==> config.mk <==
export PLATFORM = sky130hd
export DESIGN_NAME = alu_issue_ctrl_flat
export DESIGN_NICKNAME = d
export VERILOG_FILES = /design/src/rtl/alu_issue_ctrl_if.sv /design/src/rtl/alu_issue_ctrl.sv /design/src/flat_wrapper.sv
export SDC_FILE = /design/constraint.sdc
export NUM_CORES = 1
export LEC_CHECK = 0
export ABC_AREA = 1
export ABC_CLOCK_PERIOD_IN_PS = 2130
export BUFFER_PORTS_ARGS = -buffer_cell sky130_fd_sc_hd__buf_2
export CORE_AREA = 2 2 75 77
export CTS_CLUSTER_DIAMETER = 100
export DETAILED_ROUTE_END_ITERATION = 7
export DIE_AREA = 0 0 77 79
export HOLD_SLACK_MARGIN = 0.12
export PLACE_DENSITY = 0.8
export SYNTH_ARGS = -nofsm -noshare
export SYNTH_HDL_FRONTEND = slang
export SYNTH_SLANG_ARGS = --single-unit
export TNS_END_PERCENT = 5
==> constraint.sdc <==
create_clock -name clk -period 2.13 [get_ports clk]
set_input_delay 0.213 -clock clk [delete_from_list [all_inputs] [get_ports clk]]
set_output_delay 0.213 -clock clk [all_outputs]
set_load 0.01 [all_outputs]
==> src/rtl/alu_issue_ctrl_if.sv <==
// Bus bundle between the ALU issue stage (slave) and its surroundings (master):
// instruction source, register file and ALU. ILLEGAL_TRAP_EN adds the illegal trap output.
interface alu_issue_ctrl_if #(
  parameter int REG_AW = 4,
  parameter int DATA_W = 16
);
  logic [15:0]       instr;
  logic              instr_vld;
  logic              instr_rdy;
  logic [REG_AW-1:0] rf_ra_a;
  logic [REG_AW-1:0] rf_ra_b;
  logic [DATA_W-1:0] rf_rd_a;
  logic [DATA_W-1:0] rf_rd_b;
  logic [DATA_W-1:0] alu_a;
  logic [DATA_W-1:0] alu_b;
  logic [3:0]        alu_op;
  logic [3:0]        alu_ext;
  logic              alu_cin;
  logic [DATA_W-1:0] alu_s;
  logic [4:0]        alu_flags;
  logic              rf_we;
  logic [REG_AW-1:0] rf_wa;
  logic [DATA_W-1:0] rf_wd;
  logic [4:0]        psr;
  logic              done;

`ifdef ILLEGAL_TRAP_EN
  logic              illegal;

  modport master (
    output instr, instr_vld, rf_rd_a, rf_rd_b, alu_s, alu_flags,
    input  instr_rdy, rf_ra_a, rf_ra_b, alu_a, alu_b, alu_op, alu_ext, alu_cin,
           rf_we, rf_wa, rf_wd, psr, done, illegal
  );

  modport slave (
    input  instr, instr_vld, rf_rd_a, rf_rd_b, alu_s, alu_flags,
    output instr_rdy, rf_ra_a, rf_ra_b, alu_a, alu_b, alu_op, alu_ext, alu_cin,
           rf_we, rf_wa, rf_wd, psr, done, illegal
  );
`else
  modport master (
    output instr, instr_vld, rf_rd_a, rf_rd_b, alu_s, alu_flags,
    input  instr_rdy, rf_ra_a, rf_ra_b, alu_a, alu_b, alu_op, alu_ext, alu_cin,
           rf_we, rf_wa, rf_wd, psr, done
  );

  modport slave (
    input  instr, instr_vld, rf_rd_a, rf_rd_b, alu_s, alu_flags,
    output instr_rdy, rf_ra_a, rf_ra_b, alu_a, alu_b, alu_op, alu_ext, alu_cin,
           rf_we, rf_wa, rf_wd, psr, done
  );
`endif

endinterface

==> src/rtl/alu_issue_ctrl.sv <==
// Decode/issue stage for the 16-bit ALU: IDLE -> EXEC -> WB, one instruction per 3 cycles.
// Define ILLEGAL_TRAP_EN to trap undefined {opcode,opext} encodings instead of writing them back.
module alu_issue_ctrl #(
  parameter int         REG_AW  = 4,
  parameter int         DATA_W  = 16,
  parameter logic [4:0] PSR_RST = 5'b0
) (
  input  logic           clk,
  input  logic           rst,
  alu_issue_ctrl_if.slave bus
);

  typedef enum logic [1:0] {
    IDLE = 2'd0,
    EXEC = 2'd1,
    WB   = 2'd2
  } state_t;

  localparam logic [3:0] OP_REG   = 4'b0000;
  localparam logic [3:0] OP_REGU  = 4'b1010;
  localparam logic [3:0] OP_ADDI  = 4'b0101;
  localparam logic [3:0] OP_ADDCI = 4'b0111;
  localparam logic [3:0] OP_SUBI  = 4'b1001;
  localparam logic [3:0] OP_CMPI  = 4'b1011;
  localparam logic [3:0] EXT_CMP  = 4'b1011;
  localparam logic [3:0] EXT_CMPU = 4'b0010;
  localparam logic [3:0] EXT_NOP  = 4'b0000;

  state_t            state;
  state_t            state_nxt;
  logic [15:0]       ir;
  logic [REG_AW-1:0] wa_q;
  logic [DATA_W-1:0] wd_q;
  logic [4:0]        flags_pend;
  logic [4:0]        psr_q;

  logic [3:0]        ir_op;
  logic [3:0]        ir_ext;
  logic [7:0]        ir_imm;
  logic              reg_form;
  logic              sext_form;
  logic              is_nop;
  logic              is_cmp;
  logic              wb_write;
  logic              wb_psr;
  logic              accept;
  logic [DATA_W-1:0] b_opnd;

  logic              rdy;
  logic              we;
  logic              done_p;
  logic [REG_AW-1:0] ra_a;
  logic [REG_AW-1:0] ra_b;
  logic [DATA_W-1:0] opnd_a;
  logic [DATA_W-1:0] opnd_b;
  logic [3:0]        op_out;
  logic [3:0]        ext_out;

  assign ir_op  = ir[15:12];
  assign ir_ext = ir[7:4];
  assign ir_imm = ir[7:0];

  // Register forms read B from Rsrc; everything else takes the 8-bit immediate.
  assign reg_form  = (ir_op == OP_REG) || (ir_op == OP_REGU);
  assign sext_form = (ir_op == OP_ADDI) || (ir_op == OP_ADDCI) ||
                     (ir_op == OP_SUBI) || (ir_op == OP_CMPI);

  always_comb begin
    if (reg_form)
      b_opnd = bus.rf_rd_b;
    else if (sext_form)
      b_opnd = {{(DATA_W-8){ir_imm[7]}}, ir_imm};
    else
      b_opnd = {{(DATA_W-8){1'b0}}, ir_imm};
  end

  assign is_nop = (ir_op == OP_REG) && (ir_ext == EXT_NOP);
  assign is_cmp = ((ir_op == OP_REG)  && (ir_ext == EXT_CMP))  ||
                  (ir_op == OP_CMPI)                           ||
                  ((ir_op == OP_REGU) && (ir_ext == EXT_CMPU));

`ifdef ILLEGAL_TRAP_EN
  // Encodings the ALU implements; NOP is handled separately and never traps.
  function automatic logic is_legal(input logic [3:0] op, input logic [3:0] ext);
    case (op)
      4'b0000: is_legal = (ext == 4'b0001) || (ext == 4'b0010) || (ext == 4'b0011) ||
                          (ext == 4'b0100) || (ext == 4'b0101) || (ext == 4'b0110) ||
                          (ext == 4'b0111) || (ext == 4'b1001) || (ext == 4'b1011) ||
                          (ext == 4'b1101);
      4'b1010: is_legal = (ext == EXT_CMPU);
      4'b0001, 4'b0010, 4'b0011, 4'b0101, 4'b0110,
      4'b0111, 4'b1001, 4'b1011, 4'b1101:
               is_legal = 1'b1;
      default: is_legal = 1'b0;
    endcase
  endfunction

  logic is_illegal;
  assign is_illegal = !is_nop && !is_legal(ir_op, ir_ext);
  assign wb_write   = !is_nop && !is_cmp && !is_illegal;
  assign wb_psr     = !is_nop && !is_illegal;
  assign bus.illegal = (state == WB) && is_illegal;
`else
  assign wb_write = !is_nop && !is_cmp;
  assign wb_psr   = !is_nop;
`endif

  assign accept = (state == IDLE) && bus.instr_vld;

  // NOTE: every output of this block gets a default first, so no path through
  // the case statement can leave a signal unassigned and infer a latch.
  always_comb begin
    state_nxt = state;
    rdy       = 1'b0;
    we        = 1'b0;
    done_p    = 1'b0;
    ra_a      = '0;
    ra_b      = '0;
    opnd_a    = '0;
    opnd_b    = '0;
    op_out    = '0;
    ext_out   = '0;
    case (state)
      IDLE: begin
        rdy = 1'b1;
        if (bus.instr_vld) state_nxt = EXEC;
      end
      EXEC: begin
        ra_a      = ir[11:8];
        ra_b      = ir[3:0];
        opnd_a    = bus.rf_rd_a;
        opnd_b    = b_opnd;
        op_out    = ir_op;
        ext_out   = ir_ext;
        state_nxt = WB;
      end
      WB: begin
        we        = wb_write;
        done_p    = 1'b1;
        state_nxt = IDLE;
      end
      default: state_nxt = IDLE;
    endcase
  end

  // NOTE: state registers use non-blocking assignments so every flop samples
  // the values from before the edge, independent of statement order.
  // The instruction and result registers are plain flops, so they are reset
  // along with the FSM to keep all outputs at zero after reset.
  always_ff @(posedge clk or posedge rst) begin
    if (rst) begin
      state      <= IDLE;
      ir         <= '0;
      wa_q       <= '0;
      wd_q       <= '0;
      flags_pend <= '0;
      psr_q      <= PSR_RST;
    end else begin
      state <= state_nxt;
      if (accept) ir <= bus.instr;
      if (state == EXEC) begin
        wd_q       <= bus.alu_s;
        wa_q       <= ir[11:8];
        flags_pend <= bus.alu_flags;
      end
      // Flags land at the end of WB, in time for the next instruction's EXEC.
      if ((state == WB) && wb_psr) psr_q <= flags_pend;
    end
  end

  assign bus.instr_rdy = rdy;
  assign bus.rf_ra_a   = ra_a;
  assign bus.rf_ra_b   = ra_b;
  assign bus.alu_a     = opnd_a;
  assign bus.alu_b     = opnd_b;
  assign bus.alu_op    = op_out;
  assign bus.alu_ext   = ext_out;
  assign bus.alu_cin   = psr_q[4];
  assign bus.rf_we     = we;
  assign bus.rf_wa     = wa_q;
  assign bus.rf_wd     = wd_q;
  assign bus.psr       = psr_q;
  assign bus.done      = done_p;

endmodule

==> src/flat_wrapper.sv <==
// flat-port wrapper written by rule: the top's interface ports become plain ports
module alu_issue_ctrl_flat 
#(
  parameter int         REG_AW  = 4,
  parameter int         DATA_W  = 16,
  parameter logic [4:0] PSR_RST = 5'b0
)
  (clk, rst, bus_instr, bus_instr_vld, bus_rf_rd_a, bus_rf_rd_b, bus_alu_s, bus_alu_flags, bus_instr_rdy, bus_rf_ra_a, bus_rf_ra_b, bus_alu_a, bus_alu_b, bus_alu_op, bus_alu_ext, bus_alu_cin, bus_rf_we, bus_rf_wa, bus_rf_wd, bus_psr, bus_done);
  alu_issue_ctrl_if #(.REG_AW(REG_AW), .DATA_W(DATA_W)) bus_i ();
  input  logic clk;
  input  logic rst;
  input wire logic [$bits(bus_i.instr)-1:0] bus_instr;
  input wire logic [$bits(bus_i.instr_vld)-1:0] bus_instr_vld;
  input wire logic [$bits(bus_i.rf_rd_a)-1:0] bus_rf_rd_a;
  input wire logic [$bits(bus_i.rf_rd_b)-1:0] bus_rf_rd_b;
  input wire logic [$bits(bus_i.alu_s)-1:0] bus_alu_s;
  input wire logic [$bits(bus_i.alu_flags)-1:0] bus_alu_flags;
  output wire logic [$bits(bus_i.instr_rdy)-1:0] bus_instr_rdy;
  output wire logic [$bits(bus_i.rf_ra_a)-1:0] bus_rf_ra_a;
  output wire logic [$bits(bus_i.rf_ra_b)-1:0] bus_rf_ra_b;
  output wire logic [$bits(bus_i.alu_a)-1:0] bus_alu_a;
  output wire logic [$bits(bus_i.alu_b)-1:0] bus_alu_b;
  output wire logic [$bits(bus_i.alu_op)-1:0] bus_alu_op;
  output wire logic [$bits(bus_i.alu_ext)-1:0] bus_alu_ext;
  output wire logic [$bits(bus_i.alu_cin)-1:0] bus_alu_cin;
  output wire logic [$bits(bus_i.rf_we)-1:0] bus_rf_we;
  output wire logic [$bits(bus_i.rf_wa)-1:0] bus_rf_wa;
  output wire logic [$bits(bus_i.rf_wd)-1:0] bus_rf_wd;
  output wire logic [$bits(bus_i.psr)-1:0] bus_psr;
  output wire logic [$bits(bus_i.done)-1:0] bus_done;
  assign bus_i.instr = bus_instr;
  assign bus_i.instr_vld = bus_instr_vld;
  assign bus_i.rf_rd_a = bus_rf_rd_a;
  assign bus_i.rf_rd_b = bus_rf_rd_b;
  assign bus_i.alu_s = bus_alu_s;
  assign bus_i.alu_flags = bus_alu_flags;
  assign bus_instr_rdy = bus_i.instr_rdy;
  assign bus_rf_ra_a = bus_i.rf_ra_a;
  assign bus_rf_ra_b = bus_i.rf_ra_b;
  assign bus_alu_a = bus_i.alu_a;
  assign bus_alu_b = bus_i.alu_b;
  assign bus_alu_op = bus_i.alu_op;
  assign bus_alu_ext = bus_i.alu_ext;
  assign bus_alu_cin = bus_i.alu_cin;
  assign bus_rf_we = bus_i.rf_we;
  assign bus_rf_wa = bus_i.rf_wa;
  assign bus_rf_wd = bus_i.rf_wd;
  assign bus_psr = bus_i.psr;
  assign bus_done = bus_i.done;
  alu_issue_ctrl #(.REG_AW(REG_AW), .DATA_W(DATA_W), .PSR_RST(PSR_RST)) u_core (.clk(clk), .rst(rst), .bus(bus_i));
endmodule
Word-level counts from Yosys, hierarchy flattened
Index checks and enable logic that the tools add are counted.

Output and inout port bits: 77. Memory bits (read-only): 0. Input bits: 72. Register bits after elaboration: 48. Bits in writable memories: 0. Logic and storage cells: 46. Memories: 0. Latch bits: 0.

Bitwise operators: 0. Div/mod/pow operators: 0. Equality and inequality tests: 10. Order comparisons: 0. $add $sub $neg: 0. Shift operators: 0. Reductions and logical operators: 17. Multiplexer cells: 13. $mul: 0.

Operator list (count): $mux 16 (4); $eq 4x4->1 const B (4); $mux 4 (4); $eq 4x3->1 const B (2); $logic_not 4->1 (2); $logic_and 1x1->1 (6); $logic_or 1x1->1 (6); $eq 4x2->1 const B (1); $pmux 2 s2 (1); $mux 1 (3); $eq 2x1->1 const B (1); $eq 2x2->1 const B (1); $logic_not 1->1 (2); $logic_not 2->1 (1); $mux 2 (1); $ne 2x2->1 const B (1).

Depth between registers and ports, before layout
Gate-level depths: netlist of run 1.

Depth after elaboration: 7. Mapped depth: 8. Depth with buffers taken out: 7.

Worst setup path before layout of run 1
Ideal clock, no wire load.

Kind: flip-flop to output port. Start point: register u_core.ir[14]. End point: output bus_alu_b[6]. Required time: 1917 ps. Stages on the path, launching flop included: 9. Path slack: 802 ps. Path buffers: 1. Data arrival time: 1115 ps. Cells stage by stage: dfrtp_1 inv_2 nand2_1 nor2_2 nor2_4 buf_6 nand2_1 nand2_1 nor2_1.

Longest elaborated chain between the ends: 4. Elaborated cells between the ends (all ways): 5. Classes of those cells: 1 x eq/ne; 2 x mux; 2 x reduce/logical.

Ends and longest elaborated chain: start: declaration (RTL line alu_issue_ctrl.sv:31) `logic [15:0] ir;`; start signal: assignment (RTL line alu_issue_ctrl.sv:160) `if (accept) ir <= bus.instr;`; $eq 4x4->1 or $logic_not 4->1 (tied branches) (RTL line alu_issue_ctrl.sv:64) `assign reg_form = (ir_op == OP_REG) || (ir_op == OP_REGU);`; $logic_or 1x1->1 (*) (RTL line alu_issue_ctrl.sv:64); $mux 16 (*) (RTL line alu_issue_ctrl.sv:69) `if (reg_form)`; $mux 16 (*) (RTL line alu_issue_ctrl.sv:123) `case (state)`; end: declaration (RTL line flat_wrapper.sv:22) `output wire logic [$bits(bus_i.alu_b)-1:0] bus_alu_b;`.

Every way passes the cells marked *; elsewhere a longest branch is shown, timed or not.

Final worst setup path of run 1
Start point: register u_core.ir[12]. End point: output bus_alu_b[8].

Longest elaborated chain between the ends: 7. Elaborated cells between the ends (all ways): 13. Classes of those cells: 5 x eq/ne; 3 x mux; 5 x reduce/logical.

Ends and longest elaborated chain: $eq 4x3->1 (RTL line alu_issue_ctrl.sv:65) `assign sext_form = (ir_op == OP_ADDI) || (ir_op == OP_ADDCI) ||`; $logic_or 1x1->1 (2 in series) (RTL line alu_issue_ctrl.sv:65); $logic_or 1x1->1 (RTL line alu_issue_ctrl.sv:66) `(ir_op == OP_SUBI) || (ir_op == OP_CMPI);`; $mux 16 (RTL line alu_issue_ctrl.sv:71) `else if (sext_form)`; $mux 16 (*) (RTL line alu_issue_ctrl.sv:69); $mux 16 (*) (RTL line alu_issue_ctrl.sv:123).

Marked as above.

==> results of run 1 <==
path summary, 6_finish.rpt:
check                           cells past startpoint                                to  slack, ns
worst min register to register                      2   u_core.bus.rf_wd[6]$_DFFE_PP0P_       0.47
worst max-delay path                                8                      bus_alu_b[8]       0.15
worst min-delay path                                3   u_core.bus.rf_wd[2]$_DFFE_PP0P_       0.12
min in group asynchronous                           3   u_core.bus.rf_wd[9]$_DFFE_PP0P_       0.56
max in group asynchronous                           4         u_core.ir[13]$_DFFE_PP0P_       0.99
worst max register to register                      6  u_core.bus.rf_wd[15]$_DFFE_PP0P_       0.59
kinds of logic (layout without fill, tap and decap cells):
| logic type | count (synthesis) | count (layout) | share of synthesized area |
|---|---|---|---|
| DFF | 48 | 48 | 0.5104 |
| and+or+nand+nor | 190 | 190 | 0.3190 |
| AOI/OAI and AO/OA | 29 | 29 | 0.06167 |
| buffers and inverters | 56 | 231 | 0.1090 |
power groups by stage:
| stage | Clock [uW] | Combinational, uW | Sequential (uW) |
|---|---|---|---|
| after global routing | 835 | 1370 | 1360 |
| after CTS | 800 | 1220 | 1330 |
| after detailed placement | 0 | 1170 | 1340 |
| after floorplan | 0 | 653 | 1420 |
| final | 780 | 1220 | 1330 |
| after global placement | 0 | 1150 | 1340 |
cells in the mapped netlist:
cell type	number
nand2_1	111
nor2_1	69
dfrtp_1	48
inv_1	36
o21ai_0	28
buf_2	7
inv_2	5
buf_6	4
nor2_4	3
buf_4	2
clkbuf_1	2
nand2_2	2
nand3_1	2
nand4_1	2
a21oi_1	1
nor2_2	1
metal layers:
layer  track usage  up-vias  share of wire
li1              -     1302              -
met1        0.2455     1151           0.39
met2        0.4254       84           0.55
met3       0.04886        8          0.054
met4       0.06071        0          0.011
met5             0        -              0
area by class of cell:
cell class / instances / area [um^2] / share of cell area
sequential: 48 / 1201 / 0.3389
timing repair buffer: 182 / 1066 / 0.3007
multi-input combinational: 219 / 895.9 / 0.2527
inverter: 41 / 153.9 / 0.04342
tap: 72 / 90.09 / 0.02541
clock buffer: 5 / 68.82 / 0.01941
clock inverter: 3 / 68.82 / 0.01941
worst reg2reg max path, stage by stage, from the launching register on:
cell     delay [ns]
dfrtp_1        0.41
inv_2          0.07
nor2_4         0.04
inv_2          0.54
buf_4          0.31
nand2_1        0.06
nand2_1        0.06
sequential cells by signal, summed over array words and instances (netlist names):
register,count
u_core.bus.rf_wa,4
u_core.bus.rf_wd,16
u_core.ir,16
u_core.bus.psr,5
u_core.flags_pend,5
u_core.state,2
metrics by stage:
stage | cells | hold slack, ns
finish | 570 | 0.1240
detailed placement | 534 | 0.3474
global route | 570 | 0.1295
global placement | 534 | 0.3336
floorplan | 323 | 0.3296
CTS | 570 | 0.1200
==> flow_metrics.env, run 1 <==
export IMPL_outcome="finished clean"
export IMPL_ctsHtreeMaxLevel=2
export IMPL_clockBufferDepth=2
export IMPL_wl_mm=6.565
export IMPL_core_rowCount=27
export IMPL_die_h_um=79
export IMPL_fillerInstances=497
export IMPL_antenna_found_initial=0
export IMPL_p_comb_frac=0.366
export IMPL_min_path_type="input port to register"
export IMPL_drt_first_pass_iters=4
export IMPL_final_cell_mix="buf_2, nand2_1, nor2_1"
export IMPL_cts_resized=0
export IMPL_coreArea_um2=5338
export IMPL_vias=2545
export IMPL_crit_path_end_kind="primary output"
export IMPL_utilization=0.6641
export IMPL_io_pins=149
export IMPL_drt_wirelength_per_cell_um=11.52
export IMPL_grtUsageTotal=0.2211
export IMPL_syn2layout_area_growth_pct=50.61
export IMPL_hp_start="bus_alu_s[2]"
export IMPL_p_per_area_nw_per_um2=937.3
export IMPL_fin_skew_ns=0.007632
export IMPL_rsz0062_at_grt="false"
export IMPL_clock_sinks=48
export IMPL_drt_iter0_markers=101
export IMPL_yosys_area_top_type="dfrtp_1"
export IMPL_place_congestion=0.8372
export IMPL_start_util=0.4409
export IMPL_leakage_uw=0.002158
export IMPL_p_switching_uw=1182
export IMPL_syn_cell_area_um2=2354
export IMPL_fin_nets=569
export IMPL_synth_warnings=0
export IMPL_ys_types=16
export IMPL_slew_headroom=0.5013
export IMPL_fin_area_um2=3545
export IMPL_path_class="register to primary output"
export IMPL_ys_seq_area_frac=0.5104
export IMPL_path_delay_family="simple AND/OR/NAND/NOR gates"
export IMPL_critPathMaxFanout=16
export IMPL_final_common_cell="buf_2"
export IMPL_port_buffers=148
export IMPL_start_kind="register"
export IMPL_synth_nets=395
export IMPL_fmax_mhz=504.7
export IMPL_internal_power_uw=2140
export IMPL_max_stage_delay_ns=0.41
export IMPL_hold_violations=0
export IMPL_power_frac_seq=0.399
export IMPL_crit_path_top_delay_cell="dfrtp_1"
export IMPL_post_route_period_util=0.9302
export IMPL_postPlaceCellArea_um2=3127
export IMPL_crit_buf_inv=3
export IMPL_required_ns=1.92
export IMPL_root_buffer="clkbuf_8"
export IMPL_preCtsSetupSlack_ns=0.4928
export IMPL_synth_cells=323
export IMPL_grt_pass1_wl_mm=10.90
export IMPL_slew_violations=0
export IMPL_p_total_uw=3322
export IMPL_clk_latency_ns=0.30
export IMPL_fin_ws_ns=0.1488
export IMPL_fin_setup_tns_ns=0
export IMPL_worstPathCellList="inv_2 > nand2_1 > nor2_4 > nor2_4 > buf_4 > nor2_1 > nor2_1 > buf_2"
export IMPL_cts_setup_buffers=0
export IMPL_ant_nets=0
export IMPL_cts_buffers=5
export IMPL_ys_top_cells_by_area="dfrtp_1, nand2_1, nor2_1, o21ai_0, inv_1"
export IMPL_reg2reg_from="u_core.state[0]$_DFFE_PP0P_"
export IMPL_setup_violations=0
export IMPL_cap_violations=0
export IMPL_grt_ovfl_total=0
export IMPL_grt_pass1_vias=2472
export IMPL_synth_seq_cells=48
export IMPL_avgViaCountPerCell=4.465
export IMPL_dieArea_um2=6083
export IMPL_avgSynthCellArea_um2=7.286
export IMPL_die_w_um=77
export IMPL_route_detailed_drc=0
export IMPL_synthDominantCellAreaShare=0.5104
export IMPL_tightest_slew_ns=0.7470
export IMPL_cp_startpoint="u_core.ir[12]$_DFFE_PP0P_"
export IMPL_path_clk_slew_ns=0.09
export IMPL_dp_hpwl_mm=4.477
export IMPL_fin_crit_ns=1.981
export IMPL_swShare=0.3558
export IMPL_grt_max_degree=49
export IMPL_clock_power_share=0.235
export IMPL_worst_ir_drop_vdd_mv=0.5165
export IMPL_antenna_cells=0
export IMPL_drive_above_1_share=0.3494
export IMPL_cts_hold_buf=28
export IMPL_critical_path_arrival_ns=1.77
export IMPL_cts_tree="built"
Power figures use the tool's default switching activity.
==> run 2: changes to the inputs <==
- ABC_CLOCK_PERIOD_IN_PS: 2130 -> 2100
- CORE_AREA: 2 2 75 77 -> 2 2 77 79
- CTS_CLUSTER_SIZE: unset -> 10
- DIE_AREA: 0 0 77 79 -> 0 0 79 81
- GPL_TIMING_DRIVEN: unset -> 0
- PLACE_DENSITY: 0.8 -> 0.76
- clock period: 2.13 -> 2.1 ns (I/O delays scaled with it)
==> flow_metrics.env, run 2 (synthesized netlist as in run 1, its figures left out) <==
export IMPL_crit_path_top_delay_cell="dfrtp_1"
export IMPL_p_switching_uw=1245
export IMPL_route_detailed_drc=0
export IMPL_fin_crit_ns=1.932
export IMPL_drt_wirelength_per_cell_um=12.20
export IMPL_start_util=0.4147
export IMPL_port_buffers=148
export IMPL_root_buffer="clkbuf_8"
export IMPL_fin_setup_tns_ns=0
export IMPL_worst_ir_drop_vdd_mv=0.4992
export IMPL_hold_violations=0
export IMPL_critPathMaxFanout=10
export IMPL_ant_nets=0
export IMPL_drt_first_pass_iters=4
export IMPL_ctsHtreeMaxLevel=2
export IMPL_clock_sinks=48
export IMPL_cap_violations=0
export IMPL_fin_nets=576
export IMPL_start_kind="register"
export IMPL_fin_skew_ns=0.01030
export IMPL_wl_mm=7.077
export IMPL_grt_ovfl_total=0
export IMPL_coreArea_um2=5675
export IMPL_cts_resized=0
export IMPL_cts_tree="built"
export IMPL_rsz0062_at_grt="false"
export IMPL_core_rowCount=28
export IMPL_internal_power_uw=2090
export IMPL_outcome="finished clean"
export IMPL_slew_violations=0
export IMPL_antenna_cells=0
export IMPL_slew_headroom=0.6987
export IMPL_crit_buf_inv=3
export IMPL_dp_hpwl_mm=5.245
export IMPL_cts_setup_buffers=0
export IMPL_setup_violations=0
export IMPL_die_w_um=79
export IMPL_grt_pass1_wl_mm=10.87
export IMPL_dieArea_um2=6399
export IMPL_final_cell_mix="buf_2, nand2_1, nor2_1"
export IMPL_p_per_area_nw_per_um2=932.9
export IMPL_path_class="register to primary output"
export IMPL_swShare=0.3733
export IMPL_tightest_slew_ns=0.4519
export IMPL_min_path_type="input port to register"
export IMPL_leakage_uw=0.002183
export IMPL_clockBufferDepth=2
export IMPL_path_delay_family="simple AND/OR/NAND/NOR gates"
export IMPL_cts_buffers=5
export IMPL_path_clk_slew_ns=0.10
export IMPL_fmax_mhz=517.7
export IMPL_die_h_um=81
export IMPL_critical_path_arrival_ns=1.72
export IMPL_grt_max_degree=31
export IMPL_clock_power_share=0.204
export IMPL_drive_above_1_share=0.3604
export IMPL_vias=2583
export IMPL_power_frac_seq=0.406
export IMPL_worstPathCellList="inv_2 > nand2_2 > nor2_4 > nor2_4 > buf_4 > nor2_1 > nor2_1 > buf_2"
export IMPL_avgViaCountPerCell=4.453
export IMPL_post_route_period_util=0.9199
export IMPL_required_ns=1.89
export IMPL_grtUsageTotal=0.2159
export IMPL_final_common_cell="buf_2"
export IMPL_io_pins=149
export IMPL_clk_latency_ns=0.30
export IMPL_max_stage_delay_ns=0.42
export IMPL_drt_iter0_markers=100
export IMPL_grt_pass1_vias=2361
export IMPL_p_total_uw=3335
export IMPL_antenna_found_initial=0
export IMPL_cts_hold_buf=24
export IMPL_syn2layout_area_growth_pct=51.89
export IMPL_p_comb_frac=0.390
export IMPL_crit_path_end_kind="primary output"
export IMPL_place_congestion=0.9144
[run 2: metal layers]
| metal | global-route usage | part of all wire | routed length [um] | vias up |
|---|---|---|---|---|
| li1 | - | - | - | 1320 |
| met2 | 0.3932 | 0.52 | 3673 | 94 |
| met3 | 0.03667 | 0.060 | 425 | 4 |
| met4 | 0.06207 | 0.0078 | 55 | 0 |
| met5 | 0 | 0 | 0 | - |
| met1 | 0.2637 | 0.41 | 2922 | 1165 |
[run 2: power by group through the flow]
stage	registers (uW)	clock network, uW	logic, uW
final	1350	681	1300
after global routing	1390	736	1470
after CTS	1350	698	1310
after detailed placement	1360	0	1270
after global placement	1350	0	1230
after floorplan	1440	0	663
[run 2: final timing paths]
check	start	endpoint	slack, ns	cells after the start
max in group asynchronous	rst	u_core.ir[5]$_DFFE_PP0P_	1.16	4
worst max register to register	u_core.state[1]$_DFFE_PP0P_	u_core.ir[15]$_DFFE_PP0P_	0.72	6
worst min register to register	u_core.bus.rf_wd[10]$_DFFE_PP0P_	u_core.bus.rf_wd[10]$_DFFE_PP0P_	0.48	2
worst min-delay path	bus_alu_flags[1]	u_core.flags_pend[1]$_DFFE_PP0P_	0.13	3
min in group asynchronous	rst	u_core.bus.rf_wa[2]$_DFFE_PP0P_	0.45	3
worst max-delay path	u_core.ir[15]$_DFFE_PP0P_	bus_alu_b[12]	0.17	8
[run 2: final cells by class]
cell class	instances	area [um^2]
fillers	529	2101
flip-flops and latches	48	1201
repair buffers	174	1011
multi-input cells	219	895.9
inverters	41	153.9
plain buffers	15	102.6
well taps	75	93.84
clock buffers	5	68.82
clock inverters	3	47.55
[run 2: stage by stage]
stage	hold WS [ns]	cells	cell area, um^2	setup WS [ns]	utilization
finish	0.1264	580	3575	0.1683	0.6299
global route	0.1276	580	3575	0.06208	0.6299
CTS	0.1201	579	3565	0.1846	0.6281
detailed placement	0.2266	547	3208	0.5238	0.5653
global placement	0.4086	546	3188	0.1534	0.5617
floorplan	0.3266	323	2354	0.7455	-
[run 2: tightest hold or removal path: stages]
cell,delay (ns)
buf_2,0.08
nand2_1,0.04
o21ai_0,0.06
==> run 3: changes to the inputs <==
- BUFFER_PORTS_ARGS: -buffer_cell sky130_fd_sc_hd__buf_2 -> unset
- CORE_AREA: 2 2 77 79 -> 2 2 66 68
- DIE_AREA: 0 0 79 81 -> 0 0 68 70
- DONT_BUFFER_PORTS: unset -> 1
- PLACE_DENSITY: 0.76 -> 0.7
==> flow_metrics.env, run 3 (synthesized netlist as in run 1, its figures left out) <==
export IMPL_antenna_found_initial=0
export IMPL_core_rowCount=24
export IMPL_internal_power_uw=1774
export IMPL_die_w_um=68
export IMPL_setup_violations=0
export IMPL_leakage_uw=0.001565
export IMPL_hold_violations=0
export IMPL_start_util=0.5679
export IMPL_worst_ir_drop_vdd_mv=0.7387
export IMPL_cts_resized=0
export IMPL_vias=2161
export IMPL_coreArea_um2=4144
export IMPL_clock_power_share=0.193
export IMPL_ant_nets=0
export IMPL_cts_buffers=5
export IMPL_final_common_cell="nand2_1"
export IMPL_path_clk_slew_ns=0.08
export IMPL_drive_above_1_share=0.09189
export IMPL_clockBufferDepth=2
export IMPL_fin_nets=441
export IMPL_io_pins=149
export IMPL_timing_hold_ws_ns=0.2135
export IMPL_p_per_area_nw_per_um2=1003
export IMPL_final_cell_mix="nand2_1, nor2_1, dfrtp_1"
export IMPL_fin_setup_tns_ns=0
export IMPL_rsz0062_at_grt="false"
export IMPL_ff2ff_setup_slack_ns=0.61
export IMPL_tightest_slew_ns=0.5022
export IMPL_slew_violations=0
export IMPL_p_total_uw=2919
export IMPL_dp_cells=376
export IMPL_post_route_period_util=0.8762
export IMPL_dieArea_um2=4760
export IMPL_slew_headroom=0.6640
export IMPL_cap_violations=0
export IMPL_power_frac_seq=0.504
export IMPL_die_h_um=70
export IMPL_crit_path_end="bus_alu_b[14]"
export IMPL_grt_pass1_vias=2071
export IMPL_critical_path_arrival_ns=1.63
export IMPL_grt_ovfl_total=0
export IMPL_path_class="register to primary output"
export IMPL_fin_crit_ns=1.840
export IMPL_grt_max_degree=31
export IMPL_outcome="finished clean"
export IMPL_place_congestion=0.8300
export IMPL_clk_latency_ns=0.30
export IMPL_grtUsageTotal=0.2659
export IMPL_drt_iter0_markers=99
export IMPL_crit_path_end_kind="primary output"
export IMPL_clock_sinks=48
export IMPL_start_kind="register"
export IMPL_finalNonFillerCells=422
export IMPL_cp_startpoint="u_core.ir[14]$_DFFE_PP0P_"
export IMPL_antenna_cells=0
export IMPL_timing_rr_end="u_core.ir[11]$_DFFE_PP0P_"
export IMPL_fin_skew_ns=0.003803
export IMPL_grt_pass1_wl_mm=9.432
export IMPL_dp_hpwl_mm=4.114
export IMPL_fin_ws_ns=0.2600
export IMPL_critPathMaxFanout=8
export IMPL_drt_first_pass_iters=4
export IMPL_preCtsSetupSlack_ns=0.5793
export IMPL_avgViaCountPerCell=5.121
export IMPL_cts_setup_buffers=0
export IMPL_wl_mm=6.080
export IMPL_required_ns=1.89
export IMPL_port_buffers=0
export IMPL_drt_wirelength_per_cell_um=14.41
export IMPL_swShare=0.3922
export IMPL_r2r_cells=6
export IMPL_syn2layout_area_growth_pct=23.71
export IMPL_reg2reg_from="u_core.state[1]$_DFFE_PP0P_"
export IMPL_ctsHtreeMaxLevel=2
export IMPL_fmax_mhz=543.5
export IMPL_route_detailed_drc=0
export IMPL_root_buffer="clkbuf_8"
export IMPL_fillerInstances=354
export IMPL_cts_tree="built"
export IMPL_min_path_type="input port to register"
export IMPL_cts_hold_buf=38
export IMPL_p_comb_frac=0.303
export IMPL_p_switching_uw=1145
-- run 3: cell types whose count changed in the layout (fill, tap and decap cells not counted) --
cell,delta
buf_2,-148
dlygate4sd3_1,+13
clkinv_2,+2
bufinv_16,-1
clkinv_4,-2
clkbuf_8,+1
-- run 3: final cells by class --
class	instances	area [um^2]	area share
clock inverter	2	10.01	0.003438
sequential	48	1201	0.4125
tap	52	65.06	0.02235
timing repair buffer	39	400.4	0.1375
buffer	15	102.6	0.03524
clock buffer	6	82.58	0.02836
inverter	41	153.9	0.05286
multi-input combinational	219	895.9	0.3077
-- run 3: worst min path at each step --
stage | startpoint | to | slack (ns) | cells after the start
2_1_floorplan | bus_alu_flags[4] | u_core.flags_pend[4]$_DFFE_PP0P_ | 0.33 | 2
3_3_place_gp | bus_alu_s[4] | u_core.bus.rf_wd[4]$_DFFE_PP0P_ | 0.33 | 2
3_5_place_dp | rst | u_core.bus.rf_wd[14]$_DFFE_PP0P_ | 0.12 | 1
4_1_cts | bus_instr_vld | u_core.ir[14]$_DFFE_PP0P_ | 0.20 | 4
5_1_grt | bus_instr_vld | u_core.ir[14]$_DFFE_PP0P_ | 0.23 | 4
6_report | bus_instr_vld | u_core.ir[14]$_DFFE_PP0P_ | 0.21 | 4
-- run 3: per-layer routing --
layer / wire [um] / up-vias / share of wire / global-route usage
li1: - / 1047 / - / -
met3: 473 / 7 / 0.078 / 0.07407
met2: 3163 / 103 / 0.52 / 0.4606
met5: 0 / - / 0 / 0
met4: 66 / 0 / 0.011 / 0.07111
met1: 2377 / 1004 / 0.39 / 0.3177
-- run 3: stage by stage --
step,area (um^2),util
6_report,2912,0.7026
4_1_cts,2912,0.7026
3_5_place_dp,2439,0.5885
3_3_place_gp,2419,0.5836
5_1_grt,2912,0.7026
2_1_floorplan,2354,-
-- run 3: power by group through the flow --
stage	Clock (uW)	Sequential, uW	Combinational, uW
2_1_floorplan	0	1440	663
3_3_place_gp	0	1480	792
3_5_place_dp	0	1480	823
4_1_cts	575	1470	882
5_1_grt	612	1510	1020
6_report	564	1470	883
-- run 3: critical path, stage by stage (launching register included) --
cell and delay (ns):
dfrtp_1 0.39, inv_2 0.10, nand2_1 0.07, nor2_2 0.17, nor2_4 0.09, nand2_1 0.06, nand2_1 0.18, nor2_1 0.26
